$ cat src/rtl/ps2_to_xt_fifo_if.sv
// Signal bundle between the PS/2 receiver, the set-2 -> set-1 translator FIFO and the XT port/interrupt side.
interface ps2_to_xt_fifo_if #(
    parameter int FIFO_DEPTH = 8
);
    localparam int CW = $clog2(FIFO_DEPTH) + 1;

    // PS/2 side: ps2_keycode is valid while ps2_recive_flag is high; the rising edge of the flag
    // is the transfer, ps2_clear_keycode acks it for one cycle. XT side: xt_keycode is valid while
    // irq is high; the rising edge of xt_clear_keycode consumes it.
    logic [7:0]    ps2_keycode;
    logic          ps2_recive_flag;
    logic          ps2_clear_keycode;
    logic          xt_clear_keycode;
    logic [7:0]    xt_keycode;
    logic          irq;
    logic [CW-1:0] fifo_count;
    logic          overflow;
    logic [1:0]    decoder_state;

    modport master (
        output ps2_keycode, ps2_recive_flag, xt_clear_keycode,
        input  ps2_clear_keycode, xt_keycode, irq, fifo_count, overflow, decoder_state
    );

    modport slave (
        input  ps2_keycode, ps2_recive_flag, xt_clear_keycode,
        output ps2_clear_keycode, xt_keycode, irq, fifo_count, overflow, decoder_state
    );
endinterface

$ cat src/rtl/ps2_to_xt_fifo.sv
// PS/2 set-2 to XT set-1 translator with an output FIFO, all state on the falling clock edge.
// Define PS2XT_E0_PREFIX_EN to forward E0 ahead of extended codes; otherwise E0 is swallowed.
module ps2_to_xt_fifo #(
    parameter int         FIFO_DEPTH = 8,
    parameter logic [7:0] ERROR_CODE = 8'hFF
) (
    input logic             clock,
    input logic             reset,
    ps2_to_xt_fifo_if.slave bus
);
    localparam int AW = $clog2(FIFO_DEPTH);
    localparam int CW = AW + 1;

    localparam logic [7:0] XLAT [0:131] = '{
        8'hff, 8'h43, 8'h41, 8'h3f, 8'h3d, 8'h3b, 8'h3c, 8'h58, 8'h64, 8'h44, 8'h42, 8'h40, 8'h3e, 8'h0f, 8'h29, 8'h59,
        8'h65, 8'h38, 8'h2a, 8'h70, 8'h1d, 8'h10, 8'h02, 8'h5a, 8'h66, 8'h71, 8'h2c, 8'h1f, 8'h1e, 8'h11, 8'h03, 8'h5b,
        8'h67, 8'h2e, 8'h2d, 8'h20, 8'h12, 8'h05, 8'h04, 8'h5c, 8'h68, 8'h39, 8'h2f, 8'h21, 8'h14, 8'h13, 8'h06, 8'h5d,
        8'h69, 8'h31, 8'h30, 8'h23, 8'h22, 8'h15, 8'h07, 8'h5e, 8'h6a, 8'h72, 8'h32, 8'h24, 8'h16, 8'h08, 8'h09, 8'h5f,
        8'h6b, 8'h33, 8'h25, 8'h17, 8'h18, 8'h0b, 8'h0a, 8'h60, 8'h6c, 8'h34, 8'h35, 8'h26, 8'h27, 8'h19, 8'h0c, 8'h61,
        8'h6d, 8'h73, 8'h28, 8'h74, 8'h1a, 8'h0d, 8'h62, 8'h6e, 8'h3a, 8'h36, 8'h1c, 8'h1b, 8'h75, 8'h2b, 8'h63, 8'h76,
        8'h55, 8'h56, 8'h77, 8'h78, 8'h79, 8'h7a, 8'h0e, 8'h7b, 8'h7c, 8'h4f, 8'h7d, 8'h4b, 8'h47, 8'h7e, 8'h7f, 8'h6f,
        8'h52, 8'h53, 8'h50, 8'h4c, 8'h4d, 8'h48, 8'h01, 8'h45, 8'h57, 8'h4e, 8'h51, 8'h4a, 8'h37, 8'h49, 8'h46, 8'h54,
        8'h80, 8'h81, 8'h82, 8'h41
    };

    typedef enum logic [1:0] {
        IDLE    = 2'd0,
        EXT     = 2'd1,
        BRK     = 2'd2,
        EXT_BRK = 2'd3
    } state_t;

    state_t        state, state_next;
    logic [7:0]    mem [FIFO_DEPTH];
    logic [AW-1:0] wr_ptr, rd_ptr;
    logic [CW-1:0] count;
    logic          flag_q, clear_q;
    logic          pend_valid;
    logic [7:0]    pend_byte, last_wr;
    logic          ack_q, irq_q, ovf_q;
    logic [7:0]    key_q;

    logic          rx_edge, pop, is_e0, is_f0;
    logic          seq_valid, seq_two, room_ok, ovf_set, err_push, wr_en;
    logic [7:0]    code, seq_first, seq_second, wr_data;

    function automatic logic [7:0] xlat(input logic [7:0] c);
        return (c < 8'h84) ? XLAT[c] : c;
    endfunction

    always_comb begin
        rx_edge    = bus.ps2_recive_flag & ~flag_q;
        pop        = bus.xt_clear_keycode & ~clear_q & (count != '0);
        is_e0      = (bus.ps2_keycode == 8'hE0);
        is_f0      = (bus.ps2_keycode == 8'hF0);
        code       = xlat(bus.ps2_keycode);
        state_next = state;
        seq_valid  = 1'b0;
        seq_two    = 1'b0;
        seq_first  = code;
        seq_second = code;
        if (rx_edge) begin
            case (state)
                IDLE: begin
                    if (is_e0)      state_next = EXT;
                    else if (is_f0) state_next = BRK;
                    else            seq_valid  = 1'b1;
                end
                EXT: begin
                    if (is_f0) begin
                        state_next = EXT_BRK;
                    end else begin
                        state_next = IDLE;
                        seq_valid  = 1'b1;
`ifdef PS2XT_E0_PREFIX_EN
                        seq_two    = 1'b1;
                        seq_first  = 8'hE0;
`endif
                    end
                end
                BRK: begin
                    state_next = IDLE;
                    seq_valid  = ~(is_e0 | is_f0);
                    seq_first  = code | 8'h80;
                end
                EXT_BRK: begin
                    state_next = IDLE;
                    seq_valid  = ~(is_e0 | is_f0);
                    seq_first  = code | 8'h80;
                    seq_second = code | 8'h80;
`ifdef PS2XT_E0_PREFIX_EN
                    seq_two    = 1'b1;
                    seq_first  = 8'hE0;
`endif
                end
                default: state_next = IDLE;
            endcase
        end
        // One slot always stays free so an overflow can still be reported with ERROR_CODE.
        room_ok  = (int'(count) + (seq_two ? 2 : 1)) <= (FIFO_DEPTH - 1);
        ovf_set  = seq_valid & ~room_ok;
        err_push = ovf_set & (int'(count) < FIFO_DEPTH) & (last_wr != ERROR_CODE);
        wr_en    = pend_valid | (seq_valid & room_ok) | err_push;
        wr_data  = pend_valid ? pend_byte : (ovf_set ? ERROR_CODE : seq_first);
    end

    always_ff @(negedge clock) begin
        if (wr_en) mem[wr_ptr] <= wr_data;
    end

    always_ff @(negedge clock or posedge reset) begin
        if (reset) begin
            state      <= IDLE;
            wr_ptr     <= '0;
            rd_ptr     <= '0;
            count      <= '0;
            flag_q     <= 1'b0;
            clear_q    <= 1'b0;
            pend_valid <= 1'b0;
            pend_byte  <= 8'h00;
            last_wr    <= 8'h00;
            ack_q      <= 1'b0;
            irq_q      <= 1'b0;
            key_q      <= 8'h00;
            ovf_q      <= 1'b0;
        end else begin
            flag_q  <= bus.ps2_recive_flag;
            clear_q <= bus.xt_clear_keycode;
            ack_q   <= rx_edge;
            state   <= state_next;
            if (wr_en) begin
                wr_ptr  <= wr_ptr + AW'(1);
                last_wr <= wr_data;
            end
            if (pop) rd_ptr <= rd_ptr + AW'(1);
            count      <= count + CW'(wr_en) - CW'(pop);
            // Second byte of an E0-prefixed pair lands on the following edge.
            pend_valid <= ~pend_valid & seq_valid & room_ok & seq_two;
            pend_byte  <= seq_second;
            if (bus.xt_clear_keycode) begin
                irq_q <= 1'b0;
                key_q <= 8'h00;
            end else begin
                irq_q <= (count != '0);
                key_q <= (count != '0) ? mem[rd_ptr] : 8'h00;
            end
            if (ovf_set)                          ovf_q <= 1'b1;
            else if ((count == '0) && !irq_q)     ovf_q <= 1'b0;
        end
    end

    assign bus.ps2_clear_keycode = ack_q;
    assign bus.xt_keycode        = key_q;
    assign bus.irq               = irq_q;
    assign bus.fifo_count        = count;
    assign bus.overflow          = ovf_q;
    assign bus.decoder_state     = state;
endmodule
$ cat src/flat_wrapper.sv
// flat-port wrapper written by rule: the top's interface ports become plain ports
module ps2_to_xt_fifo_flat 
#(
    parameter int         FIFO_DEPTH = 8,
    parameter logic [7:0] ERROR_CODE = 8'hFF
)
  (clock, reset, bus_ps2_keycode, bus_ps2_recive_flag, bus_xt_clear_keycode, bus_ps2_clear_keycode, bus_xt_keycode, bus_irq, bus_fifo_count, bus_overflow, bus_decoder_state);
  ps2_to_xt_fifo_if #(.FIFO_DEPTH(FIFO_DEPTH)) bus_i ();
  input logic clock;
  input logic reset;
  input wire logic [$bits(bus_i.ps2_keycode)-1:0] bus_ps2_keycode;
  input wire logic [$bits(bus_i.ps2_recive_flag)-1:0] bus_ps2_recive_flag;
  input wire logic [$bits(bus_i.xt_clear_keycode)-1:0] bus_xt_clear_keycode;
  output wire logic [$bits(bus_i.ps2_clear_keycode)-1:0] bus_ps2_clear_keycode;
  output wire logic [$bits(bus_i.xt_keycode)-1:0] bus_xt_keycode;
  output wire logic [$bits(bus_i.irq)-1:0] bus_irq;
  output wire logic [$bits(bus_i.fifo_count)-1:0] bus_fifo_count;
  output wire logic [$bits(bus_i.overflow)-1:0] bus_overflow;
  output wire logic [$bits(bus_i.decoder_state)-1:0] bus_decoder_state;
  assign bus_i.ps2_keycode = bus_ps2_keycode;
  assign bus_i.ps2_recive_flag = bus_ps2_recive_flag;
  assign bus_i.xt_clear_keycode = bus_xt_clear_keycode;
  assign bus_ps2_clear_keycode = bus_i.ps2_clear_keycode;
  assign bus_xt_keycode = bus_i.xt_keycode;
  assign bus_irq = bus_i.irq;
  assign bus_fifo_count = bus_i.fifo_count;
  assign bus_overflow = bus_i.overflow;
  assign bus_decoder_state = bus_i.decoder_state;
  ps2_to_xt_fifo #(.FIFO_DEPTH(FIFO_DEPTH), .ERROR_CODE(ERROR_CODE)) u_core (.clock(clock), .reset(reset), .bus(bus_i));
endmodule
$ cat config.mk
export PLATFORM = sky130hd
export DESIGN_NAME = ps2_to_xt_fifo_flat
export DESIGN_NICKNAME = d
export VERILOG_FILES = /design/src/rtl/ps2_to_xt_fifo_if.sv /design/src/rtl/ps2_to_xt_fifo.sv /design/src/flat_wrapper.sv
export SDC_FILE = /design/constraint.sdc
export NUM_CORES = 1
export LEC_CHECK = 0
export CAP_MARGIN = 0
export CORE_MARGIN = 2
export CORE_UTILIZATION = 50
export DETAILED_ROUTE_END_ITERATION = 8
export PLACE_DENSITY = 0.68
export SYNTH_ARGS = -nofsm -noshare
export SYNTH_HDL_FRONTEND = slang
export SYNTH_SLANG_ARGS = --single-unit
export TNS_END_PERCENT = 1
$ cat constraint.sdc
create_clock -name clock -period 5.3 [get_ports clock]
set_input_delay 0.795 -clock clock [delete_from_list [all_inputs] [get_ports clock]]
set_output_delay 0.795 -clock clock [all_outputs]
set_load 0.03 [all_outputs]
==> flow_metrics.env, run 1 <==
export IMPL_synthFlopType="edfxtp_1"
export IMPL_routed_wl_mm=16.02
export IMPL_irDropWorstVdd_mv=0.3498
export IMPL_avgRoutedWirePerCell_microns=19.71
export IMPL_r2r_end="u_core.bus.fifo_count[1]"
export IMPL_hold_buffers=0
export IMPL_core_sq_um=10890
export IMPL_synth_mux_area_frac=0.1047
export IMPL_syn_nets=517
export IMPL_synth_compound_area_frac=0.1450
export IMPL_cts_inserted_buffers=9
export IMPL_multi_input_area_sq_um=2694
export IMPL_cp_slowest_cell="mux4_2"
export IMPL_grt_max_degree=28
export IMPL_firstDrtPassIters=7
export IMPL_syn_area_sq_um=5593
export IMPL_num_io_pins=29
export IMPL_synthAdderAreaFrac=0.05011
export IMPL_p_leak_nw=3.194
export IMPL_antenna_left=0
export IMPL_clock_latency_ps=440
export IMPL_cpLargestDelayFamily="multiplexers"
export IMPL_drv_cap=0
export IMPL_rrSetupSlack_ps=2990
export IMPL_die_x_microns=109.8
export IMPL_chipHeight_microns=109.8
export IMPL_required_ps=2850
export IMPL_syn_avg_cell_area_sq_um=11.56
export IMPL_synth_edf_count=64
export IMPL_drive_gt1_frac=0.3091
export IMPL_cts_root_buf="clkbuf_8"
export IMPL_synth_cells=484
export IMPL_final_seq_area_sq_um=2748
export IMPL_clk_pin_slew_worst_paths_ps=70
export IMPL_endpoint_kind="flop"
export IMPL_reg2reg_from="u_core.bus.fifo_count[1]"
export IMPL_hold_violations=0
export IMPL_nets=701
export IMPL_postPlaceCellArea_sq_um=6909
export IMPL_grt_overflow_total=0
export IMPL_max_stage_delay_ps=460
export IMPL_grt_pass1_vias=4763
export IMPL_yosysWarnings=0
export IMPL_critPathKind="in2reg"
export IMPL_yosysSeqAreaShare=0.4913
export IMPL_clk_path_buf_depth=2
export IMPL_worstPathCellList="clkdlybuf4s15_2 > inv_6 > ha_4 > buf_4 > nand2_2 > o21ai_1 > mux4_2 > a31oi_2 > nand4_1 > mux2_4"
export IMPL_fillers=799
export IMPL_synthXorXnorAreaFrac=0.01409
export IMPL_cts_htree_levels=3
export IMPL_drc=0
export IMPL_area_delta_synth_final_pct=33.53
export IMPL_grt_usage=0.2808
export IMPL_post_route_cell_area_sq_um=7468
export IMPL_num_rows=38
export IMPL_reg2reg_depth=10
export IMPL_vias=4732
export IMPL_die_area_sq_um=12050
export IMPL_arrival_ps=2850
export IMPL_antenna_found_initial=0
export IMPL_viasPerCell=5.820
export IMPL_setup_viol_count_final=0
export IMPL_async_flop_share=0.3402
export IMPL_ys_ff_latch=97
export IMPL_n_antenna_cell=0
export IMPL_hp_class="reg2reg"
export IMPL_final_common_cell="buf_4"
export IMPL_whs_path_depth=1
export IMPL_rsz0062_at_grt="true"
export IMPL_synthDistinctLibCells=76
export IMPL_synth_top_family_by_area="compound AO/OA/AOI/OAI gates"
export IMPL_status="finished, final reports clean"
export IMPL_p_per_area_nw_per_um2=387.8
export IMPL_holdCritStartpoint="u_core.wr_ptr[2]"
export IMPL_drv_slew=0
export IMPL_hold_end="u_core.wr_ptr[2]"
export IMPL_grt_pass1_wl_mm=25.07
export IMPL_cts_tree="yes"
export IMPL_port_buffer_count=28
export IMPL_final_cell_mix="buf_4 (114), inv_1 (78), edfxtp_1 (64), nor2_1 (34), dfrtn_1 (33)"
export IMPL_yosys_area_share_simple=0.1400
export IMPL_gp_congestion=0.9590
export IMPL_hold_ws_ps=456.7
export IMPL_fin_skew_ps=98.50
export IMPL_crit_buf_inv=3
export IMPL_startpoint_type="input port"
export IMPL_path_max_fanout=8
export IMPL_maxSlewHeadroom=0.2429
export IMPL_final_setup_tns_ps=0
export IMPL_worstMarginPinSlew_ps=1136
export IMPL_cts_sinks=97
export IMPL_drtIter0Drc=333
export IMPL_initial_core_util=0.5137
export IMPL_hpwl_mm=11.96
==> cell usage after synthesis (5+ instances only) <==
cell      number  area, sq um
buf_6          5        56.30
mux4_2        18        405.4
o31ai_1        6        45.04
nor3b_1        6        45.04
a21oi_1       22        110.1
nand2_1       32        120.1
mux2i_1       12        120.1
nand4_1        7        43.79
inv_1         18        67.56
o211ai_1       7        52.55
dfrtn_1       33        825.8
nand3_1        9        45.04
nor3_1         7        35.03
xnor2_1        5        43.79
a211oi_1       8        60.06
buf_2         20        100.1
nor2_1        34        127.6
a31oi_1        5        31.28
nor2b_1       10        62.56
o21ai_0       15        75.07
clkbuf_1      10        37.54
edfxtp_1      64         1922
nand2b_1      17        106.4
ha_1          20        250.2
==> worst register-to-register path: cells and delay by family, from the launching register on <==
kind	cells	cell delay (ps)
adder cells (fa/ha/maj)	4	1060
buffers and inverters	4	260
flip-flops	1	550
AND/OR/NAND/NOR	2	300
==> worst max-delay path by stage <==
stage / start / to / slack (ps) / cells after the start
floorplan: bus_ps2_keycode[0] / u_core.bus.fifo_count[1] / -20 / 12
global placement: bus_ps2_keycode[0] / u_core.mem[6][1] / -830 / 9
detailed placement: bus_ps2_keycode[0] / u_core.mem[2][1] / -880 / 9
CTS: bus_ps2_keycode[4] / u_core.last_wr[2] / -40 / 8
global route: bus_ps2_keycode[0] / u_core.mem[3][1] / -120 / 9
finish: bus_ps2_keycode[0] / u_core.last_wr[0] / 0.3 / 10
==> report_power, final <==
part,internal (mW),switching (mW),leakage [nW]
clock,0.301,0.426,0.456
combinational,0.511,0.499,1.77
sequential,0.984,0.175,0.967
==> layout make-up <==
cell class,instances,area share
Sequential cell,97,0.3679
Inverter,20,0.01106
Clock inverter,71,0.04657
Multi-Input combinational cell,325,0.3607
Timing Repair Buffer,151,0.1737
Clock buffer,9,0.01659
Tap cell,140,0.02345
==> timing repair <==
item	4_1_cts	5_1_grt
pin swaps	5	5
hold endpoints to repair	0	0
buffers inserted	0	0
setup endpoints to repair	140	91
gates resized for setup	16	14
==> kinds of logic (layout without fill, tap and decap cells) <==
family | Yosys count | in the layout
simple gates | 147 | 147
compound gates | 112 | 112
flops | 97 | 97
buf+inv | 62 | 251
mux | 35 | 35
fa+ha+maj | 22 | 22
xor+xnor | 9 | 9
==> per-layer routing <==
metal | wire length (microns) | GRT usage
met1 | 6743 | 0.3704
met2 | 8131 | 0.4740
met3 | 858 | 0.04920
met4 | 287 | 0.08409
met5 | 0 | 0
==> through the flow <==
stage          utilization  setup slack, ps  power [mW]  std cells
4_1_cts             0.6797           -37.64       2.900        813
3_3_place_gp        0.6346           -832.6       2.195        734
2_1_floorplan            -           -24.37       1.855        484
5_1_grt             0.6859           -117.1       3.091        813
3_5_place_dp        0.6346           -881.1       2.234        734
6_report            0.6859           0.2618       2.896        813
==> registers in the layout, summed over array words and instances, names as in the netlist <==
signal                        flops
u_core.mem                       64
u_core.bus.xt_keycode             8
u_core.last_wr                    8
u_core.bus.fifo_count             4
u_core.rd_ptr                     3
u_core.wr_ptr                     3
u_core.bus.decoder_state          2
u_core.bus.irq                    1
u_core.bus.overflow               1
u_core.bus.ps2_clear_keycode      1
u_core.clear_q                    1
u_core.flag_q                     1
(Power assumes the default switching activity.)
==> run 2: changes to the inputs <==
Settings changed: ABC_AREA from default to 1, SETUP_SLACK_MARGIN from default to 0.5.
==> flow_metrics.env, run 2 <==
export IMPL_status="finished, final reports clean"
export IMPL_viasPerCell=5.511
export IMPL_irDropWorstVdd_mv=0.4290
export IMPL_drive_gt1_frac=0.2545
export IMPL_area_delta_synth_final_pct=34.10
export IMPL_setup_viol_count_final=0
export IMPL_hpwl_mm=11.56
export IMPL_swShare=0.4170
export IMPL_final_cell_mix="nand2_1 (136), inv_1 (104), buf_4 (102), nor2_1 (72), edfxtp_1 (64)"
export IMPL_syn_area_sq_um=5552
export IMPL_firstDrtPassIters=5
export IMPL_yosysMostFrequentCell="nand2_1"
export IMPL_vias=5340
export IMPL_hold_buffers=0
export IMPL_fillers=903
export IMPL_syn_avg_cell_area_sq_um=8.756
export IMPL_num_io_pins=29
export IMPL_cts_htree_levels=3
export IMPL_synth_edf_count=64
export IMPL_required_ps=4510
export IMPL_drv_cap=0
export IMPL_ys_ff_latch=97
export IMPL_cts_tree="yes"
export IMPL_final_seq_area_sq_um=2748
export IMPL_synthFlopType="edfxtp_1"
export IMPL_grt_pass1_vias=5152
export IMPL_drc=0
export IMPL_power_frac_clock=0.232
export IMPL_drv_slew=0
export IMPL_cts_root_buf="clkbuf_8"
export IMPL_cpLargestDelayFamily="buffers and inverters"
export IMPL_final_setup_tns_ps=0
export IMPL_clk_pin_slew_worst_paths_ps=70
export IMPL_cp_slowest_cell="clkdlybuf4s50_1"
export IMPL_synth_cells=634
export IMPL_clk_path_buf_depth=2
export IMPL_multi_input_area_sq_um=2575
export IMPL_num_rows=38
export IMPL_crit_buf_inv=1
export IMPL_maxSlewHeadroom=0.4025
export IMPL_p_int_mw=1.759
export IMPL_final_common_cell="nand2_1"
export IMPL_routed_wl_mm=16.61
export IMPL_max_stage_delay_ps=700
export IMPL_yosysTopAreaCellShare=0.3462
export IMPL_critPathKind="reg2out"
export IMPL_grt_pass1_wl_mm=25.98
export IMPL_p_leak_nw=3.539
export IMPL_grt_usage=0.2898
export IMPL_cts_sinks=97
export IMPL_p_sw_mw=1.259
export IMPL_nets=857
export IMPL_n_antenna_cell=0
export IMPL_grt_max_degree=36
export IMPL_antenna_found_initial=0
export IMPL_core_sq_um=10840
export IMPL_drtIter0Drc=451
export IMPL_clock_latency_ps=440
export IMPL_power_frac_seq=0.366
export IMPL_initial_core_util=0.5121
export IMPL_p_comb_frac=0.402
export IMPL_path_max_fanout=5
export IMPL_arrival_ps=4190
export IMPL_startpoint_type="flop"
export IMPL_cts_inserted_buffers=9
export IMPL_p_per_area_nw_per_um2=405.4
export IMPL_synthTopCellsByCount="nand2_1 (147), nor2_1 (75), edfxtp_1 (64)"
export IMPL_chipHeight_microns=109.4
export IMPL_port_buffer_count=28
export IMPL_die_area_sq_um=11960
export IMPL_fin_skew_ps=86.34
export IMPL_yosysSeqAreaShare=0.4949
export IMPL_largest_register_ffs=64
export IMPL_hold_violations=0
export IMPL_antenna_left=0
export IMPL_rsz0062_at_grt="true"
export IMPL_power_mw=3.018
export IMPL_endpoint_kind="primary output"
export IMPL_synthDistinctLibCells=43
export IMPL_yosysWarnings=0
export IMPL_hp_class="reg2reg"
export IMPL_avgRoutedWirePerCell_microns=17.14
export IMPL_synth_area_top_cells="edfxtp_1 (35%), dfrtn_1 (15%), nand2_1 (9.9%), o21ai_0 (5.4%), nor2_1 (5.1%)"
export IMPL_worstPathCellList="clkdlybuf4s50_1"
export IMPL_syn_nets=667
export IMPL_gp_congestion=0.9805
export IMPL_yosys_area_top_type="edfxtp_1"
export IMPL_async_flop_share=0.3402
export IMPL_worstMarginPinSlew_ps=895.3
export IMPL_grt_overflow_total=0
export IMPL_largest_register="u_core.mem"
export IMPL_die_x_microns=109.4
## run 2: changes by cell type in the layout (fill, tap and decap cells not counted), moves of 18 or more
cell,before,now
inv_1,78,104
mux4_2,18,0
nor2_1,34,72
nand2_1,28,136
o21ai_0,15,58
nand3_1,8,36
## run 2: worst min-delay path, stage by stage (launching register included)
cell	delay, ps
dfrtn_1	410
nand2_1	60
nand2_1	50
## run 2: cell families after synthesis
group,share of synthesized area
and+or+nand+nor,0.2463
buffers and inverters,0.07595
xor gates and xnor gates,0.007890
DFF,0.4949
AOI/OAI and AO/OA,0.1262
adders and majority gates,0.04868
## run 2: metal layers
metal,wire length (microns),GRT usage,up-vias
li1,-,-,2535
met1,7053,0.3848,2539
met2,8021,0.4581,226
met3,1090,0.06639,40
met4,439,0.1212,0
met5,0,0,-
## run 2: what timing repair did
item                       4_1_cts  5_1_grt
pin swaps                        5       10
setup endpoints to repair      162      159
buffers inserted                 5        3
resized for setup               28       30
cloned                           2        3
## run 2: path summary, 6_finish.rpt
path                                     startpoint                        to  slack [ps]  cells after the start
max                        u_core.bus.fifo_count[0]         bus_fifo_count[0]         310                      1
min                               u_core.last_wr[2]         u_core.last_wr[2]         430                      2
max reg2reg                u_core.bus.fifo_count[1]  u_core.bus.fifo_count[1]        2930                     11
min reg2reg                       u_core.last_wr[2]         u_core.last_wr[2]         430                      2
max in group asynchronous                     reset  u_core.bus.xt_keycode[3]        1410                      3
min in group asynchronous                     reset          u_core.wr_ptr[2]        3290                      2
## run 2: layout make-up
type | instances | share of cell area
clock buffers | 10 | 0.02000
clock inverters | 70 | 0.04151
well taps | 140 | 0.02353
multi-input cells | 452 | 0.3459
repair buffers | 143 | 0.1684
inverters | 57 | 0.03160
flip-flops and latches | 97 | 0.3691
## run 2: power groups by stage
stage | Sequential, mW | Clock [mW] | Combinational, mW
2_1_floorplan | 1.21 | 0.0731 | 0.639
3_3_place_gp | 1.11 | 0.0731 | 1.13
3_5_place_dp | 1.11 | 0.0731 | 1.16
4_1_cts | 1.10 | 0.712 | 1.19
5_1_grt | 1.12 | 0.785 | 1.34
6_report | 1.11 | 0.700 | 1.21
## run 2: stage by stage
stage          area, sq um  worst slack [ps]  std cells  utilization  hold slack [ps]
6_report              7445             310.1        969       0.6868            428.7
5_1_grt               7445             254.1        969       0.6868            455.4
4_1_cts               7297             223.3        963       0.6731            430.8
3_5_place_dp          6701            -492.1        877       0.6182            427.1
3_3_place_gp          6701            -447.6        877       0.6182            423.6
2_1_floorplan         5599             11.08        634            -            409.1
